File: src/rtl/enemy_group_ctrl.sv
// enemy_group_ctrl
//   Per-frame sequencer for a group of N_ENEMIES single-enemy instances.
//   - Move generation: each channel gets a one-cycle strobe in index order.
//     Dead channels still take their slot, so the sequence always lasts
//     N_ENEMIES cycles.
//   - Drawing: live channels are enabled one at a time. Each channel is
//     followed by a one-cycle gap so its child can rearm. A watchdog ends
//     any channel that holds draw_en for TIMEOUT cycles without finishing.
//   - The active child's pixel stream is forwarded to one registered VGA
//     port with one cycle of latency.
//
// Ports
//   clock, reset        clock; asynchronous active-high reset
//   init                synchronous clear from the control FSM
//   gen_move, draw      level requests from the control FSM
//   alive               per-enemy alive mask (0 = skip)
//   child_*             flattened per-channel pixel stream and done flags
//   gen_move_en         one-hot move-generation strobe (masked by alive)
//   draw_en             one-hot (or zero) draw enable
//   gen_move_done       move generation finished, held while gen_move=1
//   x_draw, y_draw,
//   colour, VGA_write   registered pixel stream of the active channel
//   draw_done           all live enemies drawn, held while draw=1
//   active_idx          channel being generated or drawn (0 otherwise)
//   timeout_err         sticky watchdog flag, cleared by reset or init
module enemy_group_ctrl #(
    parameter int N_ENEMIES = 3,
    parameter int IDX_W     = 3,
    parameter int X_W       = 9,
    parameter int Y_W       = 8,
    parameter int C_W       = 6,
    parameter int TIMEOUT   = 1023
) (
    input  logic                     clock,
    input  logic                     reset,
    input  logic                     init,
    input  logic                     gen_move,
    input  logic                     draw,
    input  logic [N_ENEMIES-1:0]     alive,
    input  logic [N_ENEMIES*X_W-1:0] child_x_draw,
    input  logic [N_ENEMIES*Y_W-1:0] child_y_draw,
    input  logic [N_ENEMIES*C_W-1:0] child_colour,
    input  logic [N_ENEMIES-1:0]     child_VGA_write,
    input  logic [N_ENEMIES-1:0]     child_draw_done,
    output logic [N_ENEMIES-1:0]     gen_move_en,
    output logic [N_ENEMIES-1:0]     draw_en,
    output logic                     gen_move_done,
    output logic [X_W-1:0]           x_draw,
    output logic [Y_W-1:0]           y_draw,
    output logic [C_W-1:0]           colour,
    output logic                     VGA_write,
    output logic                     draw_done,
    output logic [IDX_W-1:0]         active_idx,
    output logic                     timeout_err
);

    localparam int WD_W = $clog2(TIMEOUT + 1);

    typedef enum logic [2:0] {
        IDLE, GEN, GEN_DONE, D_SEL, D_RUN, D_GAP, D_DONE
    } state_t;

    state_t           state, state_nx;
    logic [IDX_W-1:0] idx, idx_nx;
    logic [WD_W-1:0]  wd, wd_nx;
    logic             terr_nx;
    logic             last_idx;

    logic             sel_found;
    logic [IDX_W-1:0] sel_idx;

    logic [N_ENEMIES-1:0] idx_onehot;
    logic [X_W-1:0]       cur_x;
    logic [Y_W-1:0]       cur_y;
    logic [C_W-1:0]       cur_c;
    logic                 cur_wr;
    logic                 cur_done;

    assign last_idx = (idx == IDX_W'(N_ENEMIES - 1));

    // Lowest alive channel at or above idx. Scanning downward lets the
    // lowest match overwrite the others.
    always_comb begin
        sel_found = 1'b0;
        sel_idx   = '0;
        for (int i = N_ENEMIES - 1; i >= 0; i--) begin
            if (alive[i] && (i >= int'(idx))) begin
                sel_found = 1'b1;
                sel_idx   = IDX_W'(i);
            end
        end
    end

    // Channel mux for the current index.
    always_comb begin
        idx_onehot = '0;
        cur_x      = '0;
        cur_y      = '0;
        cur_c      = '0;
        cur_wr     = 1'b0;
        cur_done   = 1'b0;
        for (int i = 0; i < N_ENEMIES; i++) begin
            if (idx == IDX_W'(i)) begin
                idx_onehot[i] = 1'b1;
                cur_x         = child_x_draw[i*X_W +: X_W];
                cur_y         = child_y_draw[i*Y_W +: Y_W];
                cur_c         = child_colour[i*C_W +: C_W];
                cur_wr        = child_VGA_write[i];
                cur_done      = child_draw_done[i];
            end
        end
    end

    always_comb begin
        state_nx = state;
        idx_nx   = idx;
        wd_nx    = wd;
        terr_nx  = timeout_err;
        case (state)
            IDLE: begin
                if (gen_move) begin
                    state_nx = GEN;
                    idx_nx   = '0;
                end else if (draw) begin
                    state_nx = D_SEL;
                    idx_nx   = '0;
                end
            end
            GEN: begin
                if (last_idx) begin
                    state_nx = GEN_DONE;
                    idx_nx   = '0;
                end else begin
                    idx_nx = idx + 1'b1;
                end
            end
            GEN_DONE: begin
                if (!gen_move) state_nx = IDLE;
            end
            D_SEL: begin
                if (!draw) begin
                    state_nx = IDLE;
                    idx_nx   = '0;
                end else if (sel_found) begin
                    state_nx = D_RUN;
                    idx_nx   = sel_idx;
                    wd_nx    = '0;
                end else begin
                    state_nx = D_DONE;
                    idx_nx   = '0;
                end
            end
            D_RUN: begin
                if (!draw) begin
                    state_nx = IDLE;
                    idx_nx   = '0;
                end else if (cur_done) begin
                    state_nx = D_GAP;
                end else if (wd == WD_W'(TIMEOUT - 1)) begin
                    // This is the TIMEOUT-th cycle of the channel.
                    state_nx = D_GAP;
                    terr_nx  = 1'b1;
                end else begin
                    wd_nx = wd + 1'b1;
                end
            end
            D_GAP: begin
                if (!draw) begin
                    state_nx = IDLE;
                    idx_nx   = '0;
                end else if (last_idx) begin
                    state_nx = D_DONE;
                    idx_nx   = '0;
                end else begin
                    state_nx = D_SEL;
                    idx_nx   = idx + 1'b1;
                end
            end
            D_DONE: begin
                if (!draw) state_nx = IDLE;
            end
            default: state_nx = IDLE;
        endcase
    end

    always_ff @(posedge clock or posedge reset) begin
        if (reset) begin
            state       <= IDLE;
            idx         <= '0;
            wd          <= '0;
            timeout_err <= 1'b0;
            x_draw      <= '0;
            y_draw      <= '0;
            colour      <= '0;
            VGA_write   <= 1'b0;
        end else if (init) begin
            state       <= IDLE;
            idx         <= '0;
            wd          <= '0;
            timeout_err <= 1'b0;
            x_draw      <= '0;
            y_draw      <= '0;
            colour      <= '0;
            VGA_write   <= 1'b0;
        end else begin
            state       <= state_nx;
            idx         <= idx_nx;
            wd          <= wd_nx;
            timeout_err <= terr_nx;
            // A pixel is forwarded only if we stay in D_RUN. Abort, timeout
            // and the child's done cycle all blank the port, which
            // guarantees a write-free cycle between channels. A child that
            // writes in its done cycle has that pixel dropped.
            if (state == D_RUN && state_nx == D_RUN) begin
                x_draw    <= cur_x;
                y_draw    <= cur_y;
                colour    <= cur_c;
                VGA_write <= cur_wr;
            end else begin
                x_draw    <= '0;
                y_draw    <= '0;
                colour    <= '0;
                VGA_write <= 1'b0;
            end
        end
    end

    assign gen_move_en   = (state == GEN)   ? (idx_onehot & alive) : '0;
    assign draw_en       = (state == D_RUN) ? idx_onehot : '0;
    assign gen_move_done = (state == GEN_DONE);
    assign draw_done     = (state == D_DONE);
    assign active_idx    = (state == GEN || state == D_RUN) ? idx : '0;

endmodule

File: config.mk
export PLATFORM = sky130hd
export DESIGN_NAME = enemy_group_ctrl
export DESIGN_NICKNAME = d
export VERILOG_FILES = /design/src/rtl/enemy_group_ctrl.sv
export SDC_FILE = /design/constraint.sdc
export NUM_CORES = 1
export LEC_CHECK = 0
export ABC_AREA = 1
export CAP_MARGIN = 20
export CORE_ASPECT_RATIO = 1.1
export CORE_UTILIZATION = 45
export CTS_BUF_LIST = sky130_fd_sc_hd__clkbuf_16
export DETAILED_ROUTE_END_ITERATION = 12
export GPL_ROUTABILITY_DRIVEN = 0
export PLACE_DENSITY = 0.86
export SLEW_MARGIN = 40
export SYNTH_ARGS = -nofsm -noshare
export SYNTH_HDL_FRONTEND = slang
export SYNTH_SLANG_ARGS = --single-unit
File: constraint.sdc
create_clock -name clock -period 2.5 [get_ports clock]
set_clock_uncertainty 0.15 [all_clocks]
set_input_delay 0.5 -clock clock [delete_from_list [all_inputs] [get_ports clock]]
set_output_delay 0.5 -clock clock [all_outputs]
set_load 0.05 [all_outputs]
Word level (Yosys, flattened, before mapping)
Cells that the tools add are included.

storage, ports and cells
  bits in registers = 41
  bits of input ports = 83
  word-level logic and storage cells = 117

operators by class
  $add $sub $neg = 2
  $lt $le $gt $ge = 3
  eq/ne operators = 18
  multiplexer cells = 70
  bitwise gates (word level) = 1
  reduce and logical (&&, ||, !) cells = 15

operators with widths
  kind                   number
  $mux 3                 25
  $mux 10                6
  $mux 9                 5
  $mux 8                 5
  $mux 6                 5
  $pmux 3 s7             1
  $pmux 10 s2            1
  $mux 1                 19
  $ne 3x3->1 const B     6
  $pmux 3 s5             1
  $eq 3x3->1 const B     4
  $add 10x1->10 const B  1
  $eq 10x10->1 const B   1
  $eq 3x2->1 const B     3
  $eq 3x1->1 const B     2
  $ge 1x3->1 const A     2
  $logic_not 3->1        2
  $reduce_and 6->1       1
  $reduce_bool 2->1      3
  $reduce_bool 6->1      1
  $logic_and 1x1->1      4
  $mux 2                 2
  $ne 4x4->1 const B     1
  $reduce_and 4->1       1
  other kinds (7)        7

Logic depth before layout (Yosys ltp)
Gate-level depths: netlist (run 1).

  depth after elaboration = 12
  gate-level depth with buffers = 10

Worst setup path before layout (run 1)
OpenSTA, ideal clock, no wires.

  path type = reg-to-output
  start point = reg state[0]
  end point = out draw_en[0]
  data arrival time = 2376 ps
  setup slack = -526 ps
  stages on the path, launching flop included = 5
  path buffers = 1
  cells stage by stage = dfrtp_1 nor2_2 nand2_2 clkbuf_1 nor4_1

between the ends
  word-level cells in the longest chain between the ends = 2

ends and longest elaborated chain
  what                    line  RTL
  start, declared         63    state_t state, state_nx;
  start signal, assigned  206   state <= state_nx;
  $eq 3x3->1              229   assign draw_en = (state == D_RUN) ? idx_onehot : '0;
  $mux 3                  229
  end, declared           46    output logic [N_ENEMIES-1:0] draw_en,

Every way passes these cells.

Worst setup path in the final report (run 1)
Ends and elaborated chain as after synthesis.

==> results of run 1 <==
## area by class of cell
cell class / instances / area, µm²
multi-input combinational: 281 / 1440
clock buffer: 5 / 125
tap: 75 / 93.8
fill: 446 / 1360
sequential: 41 / 1030
clock inverter: 2 / 35.0
timing repair buffer: 130 / 1340
inverter: 18 / 70.1
## state kept, by name, indices dropped and copies added, names as in the netlist
signal	cells
idx	3
y_draw	8
colour	6
wd	10
timeout_err	1
x_draw	9
VGA_write	1
state	3
## worst max-delay path, stage by stage, from the launching register on
cell	delay, ns
dfrtp_1	0.45
nor2_2	0.19
nand2_2	0.17
nor4_1	0.46
buf_12	0.21
## cell families (layout without fill, tap and decap cells)
logic type	Yosys count	in the layout	synth area share
XOR/XNOR	5	5	0.0166
AND/OR/NAND/NOR	231	231	0.402
AO/OA/AOI/OAI	43	43	0.110
adder cells (fa/ha/maj)	2	2	0.00950
buffers and inverters	44	155	0.0727
flip-flops	41	41	0.390
## metal layers
metal  vias to the layer above  track usage
met3                        18       0.0898
li1                       1479            -
met4                         0        0.111
met1                      1421        0.308
met2                       121        0.511
met5                         -            0
## cells in the final DEF, fill, tap and decap left out, drive strengths merged, types with 5 or more instances in the layout
| cell type | count |
|---|---|
| clkdlybuf4s50 | 107 |
| nand3 | 106 |
| nor2 | 63 |
| nand2 | 50 |
| dfrtp | 41 |
| o211ai | 25 |
| buf | 23 |
| inv | 18 |
| o21ai | 8 |
| clkbuf | 5 |
## where the power goes
group,switching [W],internal [W],total [W],leakage (nW)
Sequential,0.0000165,0.000669,0.000686,0.571
Clock,0.000256,0.000463,0.000720,0.0797
Combinational,0.000207,0.000211,0.000419,1.15
## through the flow
step	hold WS, ns	util	power, W
finish	0.371	0.752	0.00182
global route	0.417	0.752	0.00190
CTS	0.393	0.748	0.00183
detailed placement	0.376	0.718	0.00111
global placement	0.342	0.718	0.00110
floorplan	0.348	-	0.000907
## final timing paths
path,from,to,slack (ns),cells after the start
setup reg to reg,idx[0],x_draw[8],0.32,8
hold / removal,timeout_err,timeout_err,0.37,2
min in group asynchronous,reset,x_draw[1],0.50,3
hold reg to reg,timeout_err,timeout_err,0.37,2
max in group asynchronous,reset,timeout_err,1.30,3
setup / recovery,state[0],draw_en[0],0.08,4
## timing repair
item                       CTS  global route
buffers inserted             0             1
gates resized for setup      1             4
setup endpoints to repair    1             6
pin swaps                    0             1
gates cloned                 0             0
==> results.py, run 1 <==
metrics = {
    "status": {
        "outcome": "finished, final reports clean",
    },
    "clocking": {
        "ctsHoldBuffers": 0,
        "cts.sinks": 41,
        "cts_root_buf": "clkbuf_16",
        "numCtsBuffers": 5,
        "clk_latency_ns": 0.29,
        "tritoncts": "yes",
        "htree_levels": 2,
        "path_clk_slew_ns": 0.05,
        "cts_buffer_depth": 2,
    },
    "logic_synthesis": {
        "ys_seq_area_frac": 0.390,
        "synth.top_cells.by_area": "dfrtp_1 (39%), nand3_1 (20%), nor2_1 (8.4%), o211ai_1 (7.1%), nand2_1 (6.8%)",
        "yosysTopAreaCell": "dfrtp_1",
        "ys.flop_type": "dfrtp_1",
        "synth_area_um2": 2630,
        "async_reset_ff_frac": 1.00,
        "syn_inst": 366,
        "ys_warn_count": 0,
        "yosys.area.top_type_share": 0.390,
        "synth-edff-count": 0,
        "synth-seq-cells": 41,
        "synth_common_cells": "nand3_1 (106), nor2_1 (59), nand2_1 (48)",
        "synth_most_common_cell": "nand3_1",
        "synth_cell_types": 32,
        "synth_nets": 451,
        "synth.avg_cell_area_um2": 7.19,
    },
    "die": {
        "ios": 119,
        "die_h_um": 82.2,
        "initial_core_util": 0.479,
        "die_area_um2": 6160,
        "die_x_um": 74.9,
        "core_um2": 5500,
        "rows": 28,
    },
    "cells_and_area": {
        "layout-drive-gt1-share": 0.0985,
        "fin_nets": 562,
        "syn2layout_area_growth_pct": 57.1,
        "stdcell_area_um2": 4140,
        "n_antenna_cell": 0,
        "final_cell_count_no_fill": 552,
    },
    "routing": {
        "drtPass1Iterations": 4,
        "first_iter_violations": 221,
        "route.layer.met1.wl_um": 3260,
        "route.met3.wl_um": 828,
        "post_drt_wl_per_cell_um": 15.7,
        "vias": 3039,
        "ant_nets": 0,
        "wl_met2_um": 4370,
        "drcViolationCount": 0,
        "drt-total-wl_um": 8660,
        "vias_per_cell": 5.51,
        "highest_layer": "met4",
    },
    "sta": {
        "relSlewSlack": 0.634,
        "rsz0062_at_grt": "true",
        "setup_tns_ns": 0,
        "slew_viol_final": 0,
        "worst_pin_slew_ns": 0.544,
        "min_period_ns": 2.42,
        "timing.final.ws_setup_ns": 0.0795,
        "max_freq_mhz": 413,
        "min_period_over_period": 0.968,
        "hold_viol_final": 0,
        "setup_violations": 0,
    },
    "setup_path": {
        "startpoint_type": "flip-flop",
        "cp_max_fo": 9,
        "required_ns": 1.85,
        "arrival_ns": 1.77,
        "end_kind": "output pin",
        "crit_type": "reg -> out",
    },
    "job": {
        "cap_violations": 0,
    },
    "power": {
        "p_leak_nw": 1.80,
        "power_density_nw_per_um2": 441,
        "ir_worst_vdd_mv": 0.382,
    },
    "placed_design": {
        "hpwl_um": 6310,
        "dpl_cell_area_um2": 3950,
        "place.port_buffers": 118,
        "place_ws_ns": 0.282,
        "dp.cells": 544,
    },
    "global_routing": {
        "antenna_found_initial": 0,
        "grt_pass1_vias": 2840,
        "grt_max_degree": 42,
        "grt_first_pass_wirelength_um": 13200,
        "grt_util_all_layers": 0.284,
        "grt.overflow.total": 0,
    },
    "min_path": {
        "hp-class": "reg -> reg",
    },
}
Power figures use the tool's default switching activity.
==> run 2: changes to the inputs <==
--- a/config.mk
+++ b/config.mk
@@ -7,12 +7,14 @@
 export LEC_CHECK = 0
 export ABC_AREA = 1
 export CAP_MARGIN = 20
+export CELL_PAD_IN_SITES_DETAIL_PLACEMENT = 0
+export CELL_PAD_IN_SITES_GLOBAL_PLACEMENT = 1
 export CORE_ASPECT_RATIO = 1.1
-export CORE_UTILIZATION = 45
+export CORE_UTILIZATION = 31
 export CTS_BUF_LIST = sky130_fd_sc_hd__clkbuf_16
 export DETAILED_ROUTE_END_ITERATION = 12
 export GPL_ROUTABILITY_DRIVEN = 0
-export PLACE_DENSITY = 0.86
+export PLACE_DENSITY = 0.95
 export SLEW_MARGIN = 40
 export SYNTH_ARGS = -nofsm -noshare
 export SYNTH_HDL_FRONTEND = slang
==> results.py, run 2 (same netlist as run 1, synthesis figures left out) <==
metrics = {
    "status": {
        "outcome": "finished, final reports clean",
    },
    "global_routing": {
        "met1_usage": 0.227,
        "grt_pass1_vias": 2837,
        "gr-usage-met2": 0.320,
        "met3_usage": 0.0610,
        "grt_max_degree": 49,
        "grt.overflow.total": 0,
        "antenna_found_initial": 0,
        "grt_first_pass_wirelength_um": 13500,
        "grt_util_all_layers": 0.189,
        "gr-max-usage-layer": "met2",
    },
    "power": {
        "pwr-share-comb": 0.241,
        "switching_share": 0.276,
        "switching_power_w": 0.000476,
        "clockPowerShare": 0.364,
        "p_leak_nw": 1.81,
        "seq_power_share": 0.395,
        "power_density_nw_per_um2": 414,
        "ir_worst_vdd_mv": 0.243,
        "internal_power_w": 0.00125,
    },
    "sta": {
        "min_period_over_period": 0.922,
        "slew_viol_final": 0,
        "min_period_ns": 2.31,
        "rsz0062_at_grt": "false",
        "relSlewSlack": 0.602,
        "hold_viol_final": 0,
        "worst_pin_slew_ns": 0.594,
        "max_freq_mhz": 434,
        "setup_tns_ns": 0,
        "setup_violations": 0,
    },
    "clocking": {
        "clk_latency_ns": 0.28,
        "post_cts_buffers": 0,
        "cts_root_buf": "clkbuf_16",
        "cts.sinks": 41,
        "cts_buffer_depth": 2,
        "numCtsBuffers": 5,
        "htree_levels": 2,
        "path_clk_slew_ns": 0.06,
        "tritoncts": "yes",
    },
    "cells_and_area": {
        "largest_register_ffs": 10,
        "final_cell_count_no_fill": 584,
        "final_common_cell": "clkdlybuf4s50_1",
        "multi_input_area_um2": 1430,
        "syn2layout_area_growth_pct": 58.3,
        "final_cell_mix": "clkdlybuf4s50_1 (107), nand3_1 (106), nor2_1 (59), nand2_1 (48), dfrtp_1 (40)",
        "n_antenna_cell": 0,
        "fin_nets": 560,
        "layout-drive-gt1-share": 0.0861,
        "largest_registers": "wd: 10 flops, x_draw: 9 flops, y_draw: 8 flops",
        "fin_util": 0.516,
        "regMostFlops": "wd",
        "num-fill-cells": 778,
        "seq_area_um2": 1030,
    },
    "die": {
        "initial_core_util": 0.326,
        "die_h_um": 98.7,
        "ios": 119,
        "core_um2": 8080,
        "rows": 34,
        "die_x_um": 89.9,
        "die_area_um2": 8870,
    },
    "routing": {
        "drt-total-wl_um": 8090,
        "post_drt_wl_per_cell_um": 13.9,
        "first_iter_violations": 140,
        "drtPass1Iterations": 5,
        "ant_nets": 0,
        "vias_per_cell": 5.15,
        "drcViolationCount": 0,
        "vias": 3008,
    },
    "setup_path": {
        "cpLargestDelayFamily": "simple AND/OR/NAND/NOR gates",
        "max_stage_delay_ns": 0.45,
        "path_common_cell": "nor2_1",
        "startpoint_type": "flip-flop",
        "crit_type": "reg -> out",
        "arrival_ns": 1.66,
        "path_cells": "nor2_2 -> nand2_2 -> inv_2 -> nor2_1 -> nor2_1 -> buf_12",
        "end_kind": "output pin",
        "required_ns": 1.85,
        "cp_max_fo": 7,
        "slowest_stage": "dfrtp_2",
        "crit_buf_inv": 2,
        "r2r_slack_ns": 0.39,
    },
    "placed_design": {
        "dp.cells": 576,
        "hpwl_um": 6110,
        "place.port_buffers": 118,
    },
    "job": {
        "cap_violations": 0,
    },
    "min_path": {
        "hp-class": "in -> async",
    },
}
[run 2: cell types whose count changed in the layout (fill, tap and decap cells not counted), moves of 2 or more]
cell,change
clkinv_1,+3
buf_12,+3
buf_4,-6
nor2_1,+2
nor2_2,-2
[run 2: final timing paths]
check,start,end,depth (start not counted)
worst max-delay path,state[0],active_idx[0],6
worst min-delay path,reset,x_draw[5],2
worst max register to register,state[0],wd[3],9
worst min register to register,timeout_err,timeout_err,2
max in group asynchronous,reset,state[0],3
min in group clock,timeout_err,timeout_err,2
[run 2: power by group through the flow]
stage	combinational, W	clock (W)	sequential (W)
2_1_floorplan	0.000219	0	0.000689
3_3_place_gp	0.000410	0	0.000692
3_5_place_dp	0.000415	0	0.000693
4_1_cts	0.000417	0.000640	0.000680
5_1_grt	0.000459	0.000660	0.000682
6_report	0.000415	0.000628	0.000681
[run 2: layer usage]
metal  vias up  wire length [µm]
met5         -                 0
met4         0               174
li1       1476                 -
met3        16               720
met1      1389              3290
met2       127              3900
[run 2: worst reg2reg max path: cells and delay by family (launching register included)]
kind,cells,cell delay (ns)
flops,1,0.45
buf+inv,1,0.22
simple gates,8,1.17
[run 2: timing repair]
item / CTS / global route
hold buffers: 0 / 0
gates resized for setup: 0 / 2
setup endpoints to repair: 0 / 3
[run 2: layout make-up]
| class | instances | area share |
|---|---|---|
| inverter | 18 | 0.0162 |
| clock buffer | 5 | 0.0300 |
| clock inverter | 3 | 0.00390 |
| multi-input combinational | 281 | 0.342 |
| tap | 108 | 0.0324 |
| timing repair buffer | 128 | 0.329 |
| sequential | 41 | 0.246 |
[run 2: through the flow]
| step | hold slack, ns | total power [W] | area [µm²] | worst slack, ns |
|---|---|---|---|---|
| 2_1_floorplan | 0.348 | 0.000907 | 2640 | -0.526 |
| 3_3_place_gp | 0.367 | 0.00110 | 4020 | 0.321 |
| 3_5_place_dp | 0.349 | 0.00111 | 4020 | 0.259 |
| 4_1_cts | 0.362 | 0.00174 | 4160 | 0.0286 |
| 5_1_grt | 0.401 | 0.00180 | 4170 | 0.0616 |
| 6_report | 0.370 | 0.00172 | 4170 | 0.194 |
